===== config.mk =====
export PLATFORM = sky130hd
export DESIGN_NAME = matrix_multiply_seq_flat
export DESIGN_NICKNAME = d
export VERILOG_FILES = /design/src/rtl/matrix_multiply_seq_if.sv /design/src/rtl/matrix_multiply_seq.sv /design/src/flat_wrapper.sv
export SDC_FILE = /design/constraint.sdc
export NUM_CORES = 1
export LEC_CHECK = 0
export ABC_AREA = 1
export CORE_UTILIZATION = 30
export CTS_CLUSTER_DIAMETER = 50
export CTS_CLUSTER_SIZE = 10
export DETAILED_ROUTE_END_ITERATION = 10
export GPL_TIMING_DRIVEN = 0
export MAX_ROUTING_LAYER = met4
export SLEW_MARGIN = 20
export SYNTH_ARGS = -nofsm -noshare
export SYNTH_HDL_FRONTEND = slang
export SYNTH_SLANG_ARGS = --single-unit
export TNS_END_PERCENT = 10

===== constraint.sdc =====
create_clock -name clk -period 2.7 [get_ports clk]
set_clock_uncertainty 0.15 [all_clocks]
set_input_delay 0.81 -clock clk [delete_from_list [all_inputs] [get_ports clk]]
set_output_delay 0.81 -clock clk [all_outputs]
set_load 0.005 [all_outputs]

===== src/rtl/matrix_multiply_seq_if.sv =====
// Handshake and operand/result bundle for the sequential matrix multiplier.
interface matrix_multiply_seq_if #(
  parameter int N  = 2,
  parameter int W  = 2,
  parameter int OW = 2*W + $clog2(N)
);
  logic              start;
  logic              acc;
  logic [N*N*W-1:0]  A;
  logic [N*N*W-1:0]  B;
  logic [N*N*OW-1:0] C;
  logic              busy;
  logic              done;

  modport master (output start, acc, A, B, input  C, busy, done);
  modport slave  (input  start, acc, A, B, output C, busy, done);
endinterface


===== src/rtl/matrix_multiply_seq.sv =====
// Sequential N x N unsigned matrix multiply(-accumulate): one MAC per cycle over
// (i,j,k) with k innermost; result committed to C atomically on entry to DONE.
module matrix_multiply_seq #(
  parameter  int N  = 2,
  parameter  int W  = 2,
  localparam int OW = 2*W + $clog2(N)
) (
  input logic              clk,
  input logic              rst,
  matrix_multiply_seq_if.slave mm
);
  localparam int IW = $clog2(N);
  localparam logic [1:0] IDLE = 2'd0, RUN = 2'd1, DONE = 2'd2;
  localparam logic [IW-1:0] LAST = IW'(N-1);

  // Row-major packing with (0,0) in the MSBs means element (r,c) sits at [LAST-r][LAST-c].
  typedef logic [N-1:0][N-1:0][W-1:0]  mat_in_t;
  typedef logic [N-1:0][N-1:0][OW-1:0] mat_out_t;

  logic [1:0]    state;
  mat_in_t       a_q, b_q;
  logic          acc_q;
  logic [IW-1:0] i, j, k;
  logic [OW-1:0] accum;
  mat_out_t      cbuf, cbuf_nxt, c_q;
  logic [OW-1:0] prod, seed, sum;
  logic          last;

  assign last = (i == LAST) && (j == LAST) && (k == LAST);

  always_comb begin
    prod     = OW'(a_q[LAST-i][LAST-k]) * OW'(b_q[LAST-k][LAST-j]);
    seed     = (k == '0) ? (acc_q ? c_q[LAST-i][LAST-j] : '0) : accum;
    sum      = seed + prod;
    cbuf_nxt = cbuf;
    if (k == LAST) cbuf_nxt[LAST-i][LAST-j] = sum;
  end

  always_ff @(posedge clk or posedge rst) begin
    if (rst) begin
      state <= IDLE;
      a_q   <= '0;
      b_q   <= '0;
      acc_q <= 1'b0;
      i     <= '0;
      j     <= '0;
      k     <= '0;
      accum <= '0;
      cbuf  <= '0;
      c_q   <= '0;
    end else begin
      case (state)
        IDLE, DONE: begin
          if (mm.start) begin
            a_q   <= mm.A;
            b_q   <= mm.B;
            acc_q <= mm.acc;
            i     <= '0;
            j     <= '0;
            k     <= '0;
            state <= RUN;
          end else begin
            state <= IDLE;
          end
        end
        RUN: begin
          accum <= sum;
          cbuf  <= cbuf_nxt;
          if (k == LAST) begin
            k <= '0;
            if (j == LAST) begin
              j <= '0;
              i <= i + 1'b1;
            end else begin
              j <= j + 1'b1;
            end
          end else begin
            k <= k + 1'b1;
          end
          // Last element goes straight into C so the whole matrix updates in one edge.
          if (last) begin
            i     <= '0;
            c_q   <= cbuf_nxt;
            state <= DONE;
          end
        end
        default: state <= IDLE;
      endcase
    end
  end

  assign mm.C    = c_q;
  assign mm.busy = (state == RUN);
  assign mm.done = (state == DONE);
endmodule


===== src/flat_wrapper.sv =====
// flat-port wrapper written by rule: the top's interface ports become plain ports
module matrix_multiply_seq_flat 
#(
  parameter  int N  = 2,
  parameter  int W  = 2,
  localparam int OW = 2*W + $clog2(N)
)
  (clk, rst, mm_start, mm_acc, mm_A, mm_B, mm_C, mm_busy, mm_done);
  matrix_multiply_seq_if #(.N(N), .W(W)) mm_i ();
  input logic clk;
  input logic rst;
  input wire logic [$bits(mm_i.start)-1:0] mm_start;
  input wire logic [$bits(mm_i.acc)-1:0] mm_acc;
  input wire logic [$bits(mm_i.A)-1:0] mm_A;
  input wire logic [$bits(mm_i.B)-1:0] mm_B;
  output wire logic [$bits(mm_i.C)-1:0] mm_C;
  output wire logic [$bits(mm_i.busy)-1:0] mm_busy;
  output wire logic [$bits(mm_i.done)-1:0] mm_done;
  assign mm_i.start = mm_start;
  assign mm_i.acc = mm_acc;
  assign mm_i.A = mm_A;
  assign mm_i.B = mm_B;
  assign mm_C = mm_i.C;
  assign mm_busy = mm_i.busy;
  assign mm_done = mm_i.done;
  matrix_multiply_seq #(.N(N), .W(W)) u_core (.clk(clk), .rst(rst), .mm(mm_i));
endmodule

==> results of run 1 <==
==> how the worst min path moves through the flow <==
stage	start	end	slack, ps	cells past startpoint
final	u_core.cbuf[19]$_DFFE_PP0P_	u_core.cbuf[19]$_DFFE_PP0P_	340	2
after global routing	u_core.cbuf[14]$_DFFE_PP0P_	u_core.cbuf[14]$_DFFE_PP0P_	370	2
after CTS	u_core.cbuf[19]$_DFFE_PP0P_	u_core.cbuf[19]$_DFFE_PP0P_	330	2
after detailed placement	u_core.cbuf[19]$_DFFE_PP0P_	u_core.cbuf[19]$_DFFE_PP0P_	310	2
after global placement	u_core.cbuf[19]$_DFFE_PP0P_	u_core.cbuf[19]$_DFFE_PP0P_	300	2
after floorplan	u_core.cbuf[19]$_DFFE_PP0P_	u_core.cbuf[19]$_DFFE_PP0P_	290	2
==> area by class of cell <==
cell class | instances | area share
buffer | 13 | 0.0259
clock buffer | 9 | 0.0305
clock inverter | 7 | 0.0240
inverter | 36 | 0.0382
multi-input combinational | 221 | 0.331
sequential | 62 | 0.383
tap | 133 | 0.0410
timing repair buffer | 50 | 0.125
timing repair inverter | 1 | 0.00154
==> kinds of logic (layout without fill, tap and decap cells) <==
logic type      count (synthesis)  in the layout
simple gates                  121            121
compound gates                 71             71
flops                          62             62
buf+inv                        49            116
mux                            21             21
fa+ha+maj                       7              7
xor+xnor                        1              1
==> registers in the layout (all words and copies together), names as in the netlist, 2 cells and up <==
name / count
u_core.b_q: 8
u_core.cbuf: 15
u_core.accum: 5
u_core.a_q: 8
u_core.mm.C: 20
u_core.state: 2
==> metrics by stage <==
step | hold slack [ps] | setup slack, ps | cell area (sq um)
final | 343 | -155 | 4060
after global routing | 367 | -303 | 4060
after CTS | 331 | -163 | 4030
after detailed placement | 312 | -377 | 3660
after global placement | 303 | -937 | 3640
after floorplan | 291 | -25.0 | 3060
==> timing repair <==
item | CTS | global route
buffers inserted | 8 | 0
pin swaps | 11 | 0
endpoints found under the setup margin | 22 | 25
resized for setup | 32 | 8
gates cloned | 1 | 0
==> tightest hold or removal path, cell delays in order, from the launching register on <==
cell and delay (ps):
dfrtp_1 350, nand2_1 60, nand2_1 50
==> layout by cell type, fill, tap and decap left out, types with 2 or more instances in the layout <==
cell type and instances:
nor2_1 8, a21oi_1 7, mux2_2 15, inv_2 4
bufinv_16 2, buf_6 4, inv_8 2, o21ai_1 27
buf_4 7, o22ai_1 7, nand3_1 11, nand2_2 3
nand2_1 82, o21ai_0 18, or2_1 2, nor2_2 3
a32o_2 2, clkinvlp_4 2, inv_4 3, mux2i_1 6
ha_1 4, a21oi_2 2, nor2_4 6, buf_12 2
inv_1 28, clkdlybuf4s50_1 41, dfrtp_1 61, o21ai_2 6
nand3_2 2, clkbuf_8 10, buf_2 7, nand2_4 2
==> routing by layer <==
layer,wire length (um),global-route usage,vias to the layer above,share of wire
met5,0,-,-,0
met4,176,0.0681,0,0.023
met3,303,0.0363,14,0.040
met2,3550,0.247,68,0.47
met1,3600,0.222,1219,0.47
li1,-,-,1222,-
==> power by group through the flow <==
stage | logic, mW | clock network (mW) | registers (mW)
after floorplan | 1.80 | 0 | 1.55
after detailed placement | 2.63 | 0 | 1.62
final | 2.96 | 0.917 | 1.63
after global placement | 2.57 | 0 | 1.61
after CTS | 2.93 | 0.930 | 1.62
after global routing | 3.29 | 0.976 | 1.68
==> results.toml, run 1 <==
[outcome]
status = "finished, violations left"
failed_checks = "setup timing"

[timing]
fmax_ghz = 0.350
min_period_ps = 2850
tns_ps = -1780
hold_viol = 0
fin_ws_ps = -155
slew_viol_final = 0
max-slew-margin-rel = 0.752
rsz0062_at_grt = "true"
period_share = 1.06
tightest_slew_ps = 370
finalSetupViolations = 16

[worst_setup_path]
rrSetupSlack_ps = -150
path_max_fanout = 8
startpoint = "u_core.i$_DFFE_PP0P_"
path_buf_inv = 4
slowest_stage = "fa_1"
path_cells = "buf_6 > inv_8 > nor2_4 > nor2_1 > a21oi_2 > nor2_2 > fa_1 > ha_2 > inv_2 > fa_2 > xnor2_2 > inv_2 > nand2_1 > o21ai_2 > o21ai_1"
cp-start-kind = "flip-flop"
arrival_ps = 2980
path_delay_family = "adder cells"
r2r_end = "u_core.cbuf[13]$_DFFE_PP0P_"
crit_end = "u_core.cbuf[13]$_DFFE_PP0P_"
reg2reg_depth = 15
cp_slowest_stage_delay_ps = 540
critPathRequiredTime_ps = 2830
timing.rr.start = "u_core.i$_DFFE_PP0P_"
path_class = "flip-flop to flip-flop"
cp.depth = 15
end_kind = "flip-flop"
crit_top_cell = "inv_2"

[drt]
wl_um = 7640
drc_errors = 0
via_per_inst = 4.74
dr_total_vias = 2523
wire_per_inst_um = 14.4
ant_nets = 0
first_pass_iters = 5
drtIter0Drc = 137

[global_route]
grt_pass1_vias = 2490
grt_overflow = 0
grt_use_total = 0.167
antenna_found_initial = 0
grt_pass1_wl_um = 12600
grt_max_degree = 39

[yosys]
synth_top_cell_by_area = "dfrtp_1"
synth_cell_types = 28
synth.avg_cell_area_sq_um = 9.09
yosysSeqAreaShare = 0.514
ys.flop_type = "dfrtp_1"
yosys_warnings = 0
synth_most_common_cell = "nand2_1"
ys_top_cells_by_count = "nand2_1 (85), dfrtp_1 (62), o21ai_0 (37)"
synth_top_family_by_area = "simple AND/OR/NAND/NOR gates"
synth_edf_count = 0
synthTopCellsByArea = "dfrtp_1 (51%), nand2_1 (11%), o21ai_0 (6.1%), mux2_2 (5.6%), inv_1 (3.9%)"
synth_top_area_frac = 0.514
synth-compound-area-share = 0.126
syn_area_sq_um = 3020
synthAdderAreaFrac = 0.0340
synthXorXnorAreaFrac = 0.00290
netlist_instances = 332
synth-simple-area-share = 0.176
synth_seq_cells = 62
muxShareOfSynthArea = 0.0759
syn_nets = 359
async_flop_share = 1.00

[power_and_ir_drop]
power_switching_share = 0.420
total_power_mw = 5.50
ir_worst_vdd_v = 0.000437
p_leak_nw = 1.80
p_clk_frac = 0.167
combPwrFrac = 0.538
powerDensity_nw_per_um2 = 1350
seq_power_share = 0.296
p_int_mw = 3.19
power_switching_mw = 2.31

[floorplan]
start_util = 0.309
rows = 36
die_area_sq_um = 10500
die_x_um = 102
core-area_sq_um = 9770
io_pins = 42
die-height_um = 102

[layout]
diodes = 0
utilization = 0.415
syn_to_final_growth_pct = 34.5
multi_input_area_sq_um = 1350
drive_gt1_frac = 0.236
fillers = 967
nNetsFinal = 421
finalNonFillerCells = 532
seqCellArea_sq_um = 1550

[hold_path]
hold_class = "flip-flop to flip-flop"

[clocking]
cts_max_level = 3
numCtsBuffers = 9
ctsHoldBuffers = 0
cts_sinks = 62
cts_buffer_depth = 2
cts_tree = "done"
cts_root_buf = "clkbuf_8"
insertion_delay_ps = 350
clkSlewWorstSetupHoldPaths_ps = 80

[placed_design]
dp.cells = 507
portBuffers = 41
gp_congestion = 0.797
dp_hpwl_um = 5300

[job]
maxCapViolCount = 0
Note: power is estimated with default switching activity, not from simulation.
==> run 2: changes to the inputs <==
--- a/config.mk
+++ b/config.mk
@@ -12,6 +12,7 @@
 export DETAILED_ROUTE_END_ITERATION = 10
 export GPL_TIMING_DRIVEN = 0
 export MAX_ROUTING_LAYER = met4
+export SKIP_CTS_REPAIR_TIMING = 1
 export SLEW_MARGIN = 20
 export SYNTH_ARGS = -nofsm -noshare
 export SYNTH_HDL_FRONTEND = slang
==> results.toml, run 2 (same netlist as run 1, synthesis figures left out) <==
[layout]
fillers = 953
finalNonFillerCells = 536
final_cell_mix = "nand2_1 (81), dfrtp_1 (61), clkdlybuf4s50_1 (41), inv_1 (28), o21ai_1 (26)"
syn_to_final_growth_pct = 37.2
diodes = 0
nNetsFinal = 425
utilization = 0.424
drive_gt1_frac = 0.261
final_common_cell = "nand2_1"
largest_reg_flops = 20

[power_and_ir_drop]
p_int_mw = 3.26
combPwrFrac = 0.551
seq_power_share = 0.287
p_leak_nw = 1.81
power_switching_mw = 2.38
power_switching_share = 0.422
ir_worst_vdd_v = 0.000443
powerDensity_nw_per_um2 = 1360
p_clk_frac = 0.162

[global_route]
grt_pass1_wl_um = 12300
antenna_found_initial = 0
grt_max_degree = 39
grt_use_total = 0.162
grt_pass1_vias = 2454
grt_overflow = 0

[timing]
slew_viol_final = 0
fin_ws_ps = -177
min_period_ps = 2880
tightest_slew_ps = 342
hold_viol = 0
period_share = 1.07
max-slew-margin-rel = 0.770
rsz0062_at_grt = "true"
tns_ps = -2030
fmax_ghz = 0.348
finalSetupViolations = 14
fin_hold_ws_ps = 330

[worst_setup_path]
end_kind = "flip-flop"
path_max_fanout = 8
path_class = "flip-flop to flip-flop"
critPathRequiredTime_ps = 2820
path_cells = "buf_6 > clkinv_8 > nor2_4 > nor2_2 > a21oi_4 > nor2_2 > fa_1 > ha_2 > inv_2 > fa_2 > xnor2_4 > inv_2 > nand2_2 > o21ai_2 > o21ai_1"
path_delay_family = "adder cells"
cp-start-kind = "flip-flop"
slowest_stage = "fa_1"
cp_slowest_stage_delay_ps = 540
path_buf_inv = 4
arrival_ps = 3000

[drt]
dr_total_vias = 2551
wl_um = 7690
wire_per_inst_um = 14.3
ant_nets = 0
first_pass_iters = 5
drc_errors = 0
via_per_inst = 4.76
drtIter0Drc = 112

[clocking]
cts_buffer_depth = 2
insertion_delay_ps = 340
cts_root_buf = "clkbuf_8"
cts_max_level = 3
numCtsBuffers = 9
cts_sinks = 62
clkSlewWorstSetupHoldPaths_ps = 80
cts_tree = "done"

[placed_design]
gp_congestion = 0.797
dp_hpwl_um = 5300
portBuffers = 41
dp.cells = 507

[floorplan]
die_x_um = 102
io_pins = 42
die-height_um = 102
rows = 36
die_area_sq_um = 10500
core-area_sq_um = 9770
start_util = 0.309

[job]
maxCapViolCount = 0

[outcome]
failed_checks = "setup timing"
status = "finished, violations left"

[hold_path]
hold_class = "flip-flop to flip-flop"
[run 2: through the flow]
step | power [mW] | worst slack [ps] | instance area [sq um]
after floorplan | 3.35 | -25.0 | 3060
after global placement | 4.18 | -937 | 3640
after detailed placement | 4.25 | -377 | 3660
after CTS | 5.18 | -386 | 3880
after global routing | 6.08 | -342 | 4140
final | 5.64 | -177 | 4140
[run 2: worst paths after layout]
| check | from | cells past startpoint | slack (ps) | endpoint |
|---|---|---|---|---|
| min in group asynchronous | rst | 2 | 630 | u_core.mm.C[14]$_DFFE_PP0P_ |
| min | u_core.cbuf[19]$_DFFE_PP0P_ | 2 | 330 | u_core.cbuf[19]$_DFFE_PP0P_ |
| max in group asynchronous | rst | 3 | 1250 | u_core.j$_DFFE_PP0P_ |
| min reg2reg | u_core.cbuf[19]$_DFFE_PP0P_ | 2 | 330 | u_core.cbuf[19]$_DFFE_PP0P_ |
| max | u_core.i$_DFFE_PP0P_ | 15 | -180 | u_core.mm.C[8]$_DFFE_PP0P_ |
| max reg2reg | u_core.i$_DFFE_PP0P_ | 15 | -180 | u_core.mm.C[8]$_DFFE_PP0P_ |
[run 2: layer usage]
metal	GRT usage	wire, um
met5	-	0
met4	0.0725	155
met3	0.0253	399
met2	0.239	3480
met1	0.219	3650
[run 2: layout make-up]
class	instances	area [sq um]	share of cell area
Sequential cell	62	1550	0.375
Multi-Input combinational cell	221	1410	0.340
Timing Repair Buffer	55	529	0.128
Tap cell	133	166	0.0402
Inverter	36	165	0.0399
Clock buffer	9	124	0.0299
Buffer	13	98.8	0.0239
Clock inverter	7	97.6	0.0236
[run 2: worst reg2reg max path: stages, from the launching register on]
cell	delay, ps
dfrtp_1	370
buf_6	180
clkinv_8	110
nor2_4	90
nor2_2	50
a21oi_4	140
nor2_2	60
fa_1	540
ha_2	180
inv_2	40
fa_2	370
xnor2_4	190
inv_2	80
nand2_2	60
o21ai_2	60
o21ai_1	140
[run 2: power by group through the flow]
stage	clock network (mW)	registers, mW	logic (mW)
2_1_floorplan	0	1.55	1.80
3_3_place_gp	0	1.61	2.57
3_5_place_dp	0	1.62	2.63
4_1_cts	0.930	1.60	2.64
5_1_grt	0.973	1.67	3.44
6_report	0.914	1.62	3.11
